### config.mk
export PLATFORM = sky130hd
export DESIGN_NAME = ex_operand_stage
export DESIGN_NICKNAME = d
export VERILOG_FILES = /design/src/rtl/ex_operand_stage.sv
export SDC_FILE = /design/constraint.sdc
export NUM_CORES = 1
export LEC_CHECK = 0
export ABC_AREA = 0
export CAP_MARGIN = 20
export CORE_AREA = 2 2 122 124
export CTS_BUF_LIST = sky130_fd_sc_hd__clkbuf_4
export CTS_CLUSTER_DIAMETER = 50
export DETAILED_ROUTE_END_ITERATION = 8
export DIE_AREA = 0 0 124 126
export GPL_ROUTABILITY_DRIVEN = 0
export PLACE_DENSITY_LB_ADDON = 0.3
export SLEW_MARGIN = 40
export SYNTH_ARGS = -nofsm -noshare
export SYNTH_HDL_FRONTEND = slang
export SYNTH_SLANG_ARGS = --single-unit
### constraint.sdc
create_clock -name clk -period 6.5 [get_ports clk]
set_input_delay 0.65 -clock clk [delete_from_list [all_inputs] [get_ports clk]]
set_output_delay 0.65 -clock clk [all_outputs]
set_load 0.01 [all_outputs]
### src/rtl/ex_operand_stage.sv
// ex_operand_stage
//   ID/EX register stage directly in front of the ALU. Accepts one decoded
//   instruction per valid/ready handshake, selects the two ALU operands
//   (register file, PC or immediate, optionally with EX/MEM and WB
//   forwarding) and presents them from registers so the ALU inputs are
//   glitch-free. SUB is turned into an add by pre-negating operand2.
//
//   Optional feature: define EX_OPSTAGE_FWD_EN to build the forwarding
//   muxes. Without it src1/src2 come straight from rs1_data/rs2_data and
//   the fwd_* ports are accepted but ignored.
//
// Ports
//   clk, rst                 rising-edge clock, async active-high reset
//   in_valid / in_ready      handshake from decode (in_ready is combinational)
//   flush                    kill held and incoming instruction
//   rs1_addr, rs2_addr       source indices (forwarding compare)
//   rs1_data, rs2_data       register file read data
//   pc, imm                  instruction PC and sign-extended immediate
//   op_a_sel, op_b_sel       operand1: 0=rs1 1=pc ; operand2: 0=rs2 1=imm
//   is_rtype, funct3, funct7 instruction decode fields
//   rd_addr                  destination index
//   fwd_mem_*, fwd_wb_*      EX/MEM and WB write-back bypass sources
//   out_valid / out_ready    handshake toward the EX stage
//   operand1, operand2       ALU operands
//   alu_op3, alu_op7         ALU function codes
//   ex_rd_addr               destination passed down the pipe

module ex_operand_stage #(
  parameter int WIDTH      = 32,
  parameter int REG_ADDR_W = 5
) (
  input  logic                  clk,
  input  logic                  rst,
  input  logic                  in_valid,
  output logic                  in_ready,
  input  logic                  flush,
  input  logic [REG_ADDR_W-1:0] rs1_addr,
  input  logic [REG_ADDR_W-1:0] rs2_addr,
  input  logic [WIDTH-1:0]      rs1_data,
  input  logic [WIDTH-1:0]      rs2_data,
  input  logic [WIDTH-1:0]      pc,
  input  logic [WIDTH-1:0]      imm,
  input  logic                  op_a_sel,
  input  logic                  op_b_sel,
  input  logic                  is_rtype,
  input  logic [2:0]            funct3,
  input  logic [6:0]            funct7,
  input  logic [REG_ADDR_W-1:0] rd_addr,
  input  logic                  fwd_mem_we,
  input  logic [REG_ADDR_W-1:0] fwd_mem_rd,
  input  logic [WIDTH-1:0]      fwd_mem_data,
  input  logic                  fwd_wb_we,
  input  logic [REG_ADDR_W-1:0] fwd_wb_rd,
  input  logic [WIDTH-1:0]      fwd_wb_data,
  output logic                  out_valid,
  input  logic                  out_ready,
  output logic [WIDTH-1:0]      operand1,
  output logic [WIDTH-1:0]      operand2,
  output logic [2:0]            alu_op3,
  output logic [6:0]            alu_op7,
  output logic [REG_ADDR_W-1:0] ex_rd_addr
);

  // Two's-complement negate, wrapping modulo 2^WIDTH (most negative value
  // maps to itself).
  function automatic logic [WIDTH-1:0] negate(input logic [WIDTH-1:0] v);
    logic signed [WIDTH-1:0] neg;
    neg = -$signed(v);
    return $unsigned(neg);
  endfunction

  // Bypass select for one source. MEM is newer than WB, so it wins; x0 is
  // hard-wired zero in the RF and must never be forwarded.
  function automatic logic [WIDTH-1:0] fwd_select(
    input logic [REG_ADDR_W-1:0] src,
    input logic [WIDTH-1:0]      rf,
    input logic                  mem_we,
    input logic [REG_ADDR_W-1:0] mem_rd,
    input logic [WIDTH-1:0]      mem_data,
    input logic                  wb_we,
    input logic [REG_ADDR_W-1:0] wb_rd,
    input logic [WIDTH-1:0]      wb_data
  );
    if (src != '0 && mem_we && mem_rd == src)
      return mem_data;
    else if (src != '0 && wb_we && wb_rd == src)
      return wb_data;
    else
      return rf;
  endfunction

  logic                  capture;
  logic [WIDTH-1:0]      src1_p0;
  logic [WIDTH-1:0]      src2_p0;
  logic [WIDTH-1:0]      op1_p0;
  logic [WIDTH-1:0]      b_p0;
  logic [WIDTH-1:0]      op2_p0;
  logic [6:0]            op7_p0;
  logic                  is_sub_p0;

  // No skid buffer: a new instruction can only enter when the held one
  // leaves in the same cycle (or nothing is held).
  assign in_ready = !out_valid || out_ready;
  assign capture  = in_valid && in_ready && !flush;

  // ---- decode side (p0): operand selection, combinational ----
`ifdef EX_OPSTAGE_FWD_EN
  assign src1_p0 = fwd_select(rs1_addr, rs1_data, fwd_mem_we, fwd_mem_rd,
                              fwd_mem_data, fwd_wb_we, fwd_wb_rd, fwd_wb_data);
  assign src2_p0 = fwd_select(rs2_addr, rs2_data, fwd_mem_we, fwd_mem_rd,
                              fwd_mem_data, fwd_wb_we, fwd_wb_rd, fwd_wb_data);
`else
  assign src1_p0 = rs1_data;
  assign src2_p0 = rs2_data;

  // Forwarding ports stay on the boundary for integration but are unused.
  logic unused_fwd;
  assign unused_fwd = ^{rs1_addr, rs2_addr, fwd_mem_we, fwd_mem_rd,
                        fwd_mem_data, fwd_wb_we, fwd_wb_rd, fwd_wb_data};
`endif

  always_comb begin
    op1_p0    = op_a_sel ? pc  : src1_p0;
    b_p0      = op_b_sel ? imm : src2_p0;
    // ALU only adds on funct3=000, so SUB is realised as a + (-b).
    is_sub_p0 = is_rtype && (funct3 == 3'b000) && funct7[5];
    op2_p0    = is_sub_p0 ? negate(b_p0) : b_p0;
    // I-type shifts carry their funct7-equivalent in imm[11:5] (SRAI sets
    // bit 5); other I-type ops must present zero so the ALU does not
    // mistake them for SUB/SRA.
    if (is_rtype)
      op7_p0 = funct7;
    else if (funct3 == 3'b101)
      op7_p0 = imm[11:5];
    else
      op7_p0 = 7'b0;
  end

  // ---- EX boundary (p1): registered ALU inputs ----
  always_ff @(posedge clk or posedge rst) begin
    if (rst) begin
      out_valid <= 1'b0;
    end else if (flush) begin
      out_valid <= 1'b0;
    end else if (capture) begin
      out_valid <= 1'b1;
    end else if (out_ready) begin
      out_valid <= 1'b0;
    end
  end

  // Data only moves on capture, so a stall freezes it and forwarding
  // sources are not re-sampled. After flush/completion stale values remain.
  always_ff @(posedge clk or posedge rst) begin
    if (rst) begin
      operand1   <= '0;
      operand2   <= '0;
      alu_op3    <= '0;
      alu_op7    <= '0;
      ex_rd_addr <= '0;
    end else if (capture) begin
      operand1   <= op1_p0;
      operand2   <= op2_p0;
      alu_op3    <= funct3;
      alu_op7    <= op7_p0;
      ex_rd_addr <= rd_addr;
    end
  end

endmodule
==> results.md <==
- Crit end category: flip-flop
- Seq cells post-synth: 80
- Cell area after synthesis: 0.00502 sq mm
- Area grow syn2layout: 50.5%
- Slew margin rel.: 0.455
- Register area: 0.00200 sq mm
- Primary FF master, synth: dfrtp_1
- Syn Area/Cell: 9.11 sq um
- Yosys warnings: 0
- CP max-delay cell: nor4b_1
- Internal power: 992 uW
- Total die area: 0.0156 sq mm
- Wire length per cell: 17.8 microns
- Number of diodes: 0
- CP bufs+invs: 1
- Clk Latency, worst-skew pair: 0.46 ns
- Final Max Tran Viols: 0
- Sequential share of power: 0.431
- Antenna-violating nets left: 0
- Reg2Reg Launch Point: out_valid$_DFFE_PP0P_
- Stages on the worst setup path: 8
- CP arrival: 3.52 ns
- Sequential fraction of the synthesis area: 0.399
- CTS tree: built
- Lkg Pwr: 0.00309 uW
- Switching Share: 0.310
- IO buf count: 231
- Post-synthesis async set-or-reset flop share: 1.00
- Die width: 124 microns
- Initial antenna violation count: 0
- Fin crit share: 0.492
- Core area: 0.0143 sq mm
- Post-synth EDFFs: 0
- Post-layout util: 0.528
- Cells on Worst Hold Path: 2
- Pwr Density: 190 mW/mm^2
- Post-Synth XOR/XNOR Area: 0.0262
- FP Rows: 44
- Die span in y: 126 microns
- H-tree levels: 3
- Simple-gate area share of the yosys netlist: 0.231
- Largest area contributor in the netlist: dfrtp_1
- Synth cell types: 70
- Multi-input gate area: 0.00281 sq mm
- Root Buffer Master: clkbuf_4
- Ports: 318
- Max clock buf depth: 2
- Initial Util: 0.351
- Worst path cell trace: buf_4, mux2i_1, ha_1, nor4b_1, o21ai_1, nor3_1, a2111oi_0, or3_1
- Final wirelength: 16900 microns
- R2R setup slack: 4.15 ns
- Clk pwr share: 0.214
- Worst-path clk slew: 0.11 ns
- Status: finished clean
- Hold Startpoint: operand1[21]$_DFFE_PP0P_
- Achievable frequency: 313 MHz
- Post-CTS Resized: 0
- Final setup viols: 0
- Post-CTS Hold Fix Bufs: 0
- Hold endpoint: operand1[21]$_DFFE_PP0P_
- Final hold viol count: 0
- Layout cell share with drive strength beyond 1: 0.0704
- GR Overflow Total: 0
- Largest net degree at the start of global routing: 81
- Post-route minimum period: 3.20 ns
- Peak per-stage delay on the critical path: 0.67 ns
- Post-synthesis adder-cell area fraction: 0.00249
- Largest family of logic cells by synthesized area: simple AND/OR/NAND/NOR gates
- Number of global-route vias before repair: 5067
- Via Count: 5108
- Routed vias/inst: 5.37
- Syn Nets: 789
- DRT Pass-1 Iters: 5
- Compound-Gate Fraction of Synth Area: 0.162
- Cells after synthesis: 551
- Top-area cell type share of the netlist area: 0.399
- Maximum fanout along the worst path: 48
- Post-CTS setup buffers: 0
- Crit path launch type: input pin
- Critical path class: input pin to flip-flop
- R2R cell count: 6
- Final clock skew: 0.0183 ns
- Fin Setup TNS: 0 ns
- RSZ-0062 raised after global routing: false
- Max Cap Violations: 0
- CTS buffer count: 9
- Filler cells: 1305
- Mux cell area share after synthesis: 0.136
- GR Util All Layers: 0.211
- Fin nets: 1000
- Top Family by Delay on Critical Path: simple AND/OR/NAND/NOR gates
- Min-Delay Path Class: flip-flop to flip-flop
- R2R Path End: operand1[19]$_DFFE_PP0P_
- Slew @ Worst Pin: 0.806 ns
- Peak supply drop: 90.5 uV
- DPL Wire Length: 12800 microns
- DR DRC count: 0
- Iter 0 DRT Violations: 231
- Logic gate share of total power: 0.355
- Switch Pwr: 446 uW
- Worst endpoint required time: 6.83 ns
- CTS Sinks: 80
- First-pass GRT wire length: 25600 microns
- Top cells by area, synth: dfrtp_1 40%, mux2i_1 12%, nand2_1 6.0%
through the flow:
stage / setup slack (ns) / std cells / total power [uW] / hold slack [ns] / instance area (sq um)
finish: 3.30 / 951 / 1440 / 0.492 / 7560
global route: 3.10 / 951 / 1530 / 0.529 / 7560
detailed placement: 2.64 / 935 / 1150 / 0.469 / 7410
floorplan: 3.09 / 551 / 829 / 0.510 / 5020
CTS: 3.15 / 951 / 1460 / 0.501 / 7550
global placement: 2.71 / 935 / 1130 / 0.462 / 7400
logic make-up (layout without fill, tap and decap cells):
family	after synthesis	count (layout)
AND/OR/NAND/NOR	226	226
AO/OA/AOI/OAI	122	122
flip-flops	80	80
multiplexers	67	67
buffers and inverters	40	256
XOR/XNOR	15	15
adder cells (fa/ha/maj)	1	1
power by group through the flow:
stage	Clock (uW)	Combinational [uW]	Sequential, uW
2_1_floorplan	0	163	666
3_3_place_gp	0	505	628
3_5_place_dp	0	514	632
4_1_cts	323	516	622
5_1_grt	342	554	631
6_report	307	510	620
registers in the layout (all words and copies together) (netlist names):
| name | cells |
|---|---|
| ex_rd_addr | 5 |
| operand1 | 32 |
| operand2 | 32 |
| out_valid | 1 |
| alu_op7 | 7 |
| alu_op3 | 3 |
worst max-delay path by stage:
stage | to | slack, ns | startpoint
5_1_grt | operand2[20]$_DFFE_PP0P_ | 3.10 | op_b_sel
6_report | operand2[26]$_DFFE_PP0P_ | 3.30 | op_b_sel
3_5_place_dp | operand2[24]$_DFFE_PP0P_ | 2.64 | op_b_sel
2_1_floorplan | operand2[20]$_DFFE_PP0P_ | 3.09 | op_b_sel
4_1_cts | operand2[26]$_DFFE_PP0P_ | 3.15 | op_b_sel
3_3_place_gp | operand2[24]$_DFFE_PP0P_ | 2.71 | op_b_sel
cell usage after synthesis, drive strengths merged, types with 5 or more instances:
master,instances
dfrtp,80
or4,5
buf,15
nor2,38
nor3,22
o22ai,5
or3,8
nor4b,6
clkbuf,23
xnor2,6
o21ai,54
a22oi,8
mux2i,59
nor3b,8
xor2,9
mux2,8
nand3,19
or3b,6
nand4,8
nand2,80
a21oi,12
a221oi,6
nor4,11
a31o,5
layout make-up:
type,count,area share
inverter,2,0.00116
sequential,80,0.265
tap,184,0.0305
timing repair buffer,238,0.313
clock inverter,5,0.00762
clock buffer,11,0.0109
multi-input combinational,431,0.372
routing by layer:
metal / routed length [microns] / track usage / up-vias
met3: 1660 / 0.0630 / 24
li1: - / - / 2462
met1: 6760 / 0.241 / 2382
met2: 8100 / 0.369 / 240
met4: 378 / 0.0780 / 0
met5: 0 / 0 / -
worst register-to-register path, cell delays in order (launching register included):
cell	delay, ns
dfrtp_1	0.37
nor2b_1	0.25
inv_1	0.10
nand3b_1	0.10
buf_4	0.59
buf_4	0.59
o21ai_0	0.21
placed cells by master, fill, tap and decap left out, types with 2 or more instances in the layout:
cell type and instances:
nor3_1 21, buf_4 8, nor2_1 38, or3_1 7
nor4b_1 6, o211ai_1 4, a221oi_1 6, clkbuf_4 11
clkinvlp_4 3, o21ai_0 43, clkinv_2 2, mux2_2 8
or4_1 3, nor4_1 9, a31oi_1 3, o21ai_1 11
nand3_1 19, o22a_1 2, or4b_1 2, clkdlybuf4s50_1 229
a222oi_1 2, a2111o_1 2, a41oi_1 2, or3b_1 6
and2_2 2, nand2_1 80, and2_1 2, dfrtp_1 80
xor2_1 9, nor3b_1 7, a31o_2 4, a21oi_1 12
mux2i_1 59, o22ai_1 5, nor4_2 2, nand4_1 8
a22oi_1 8, xnor2_1 6, nor2b_1 2
(Power assumes the default switching activity.)
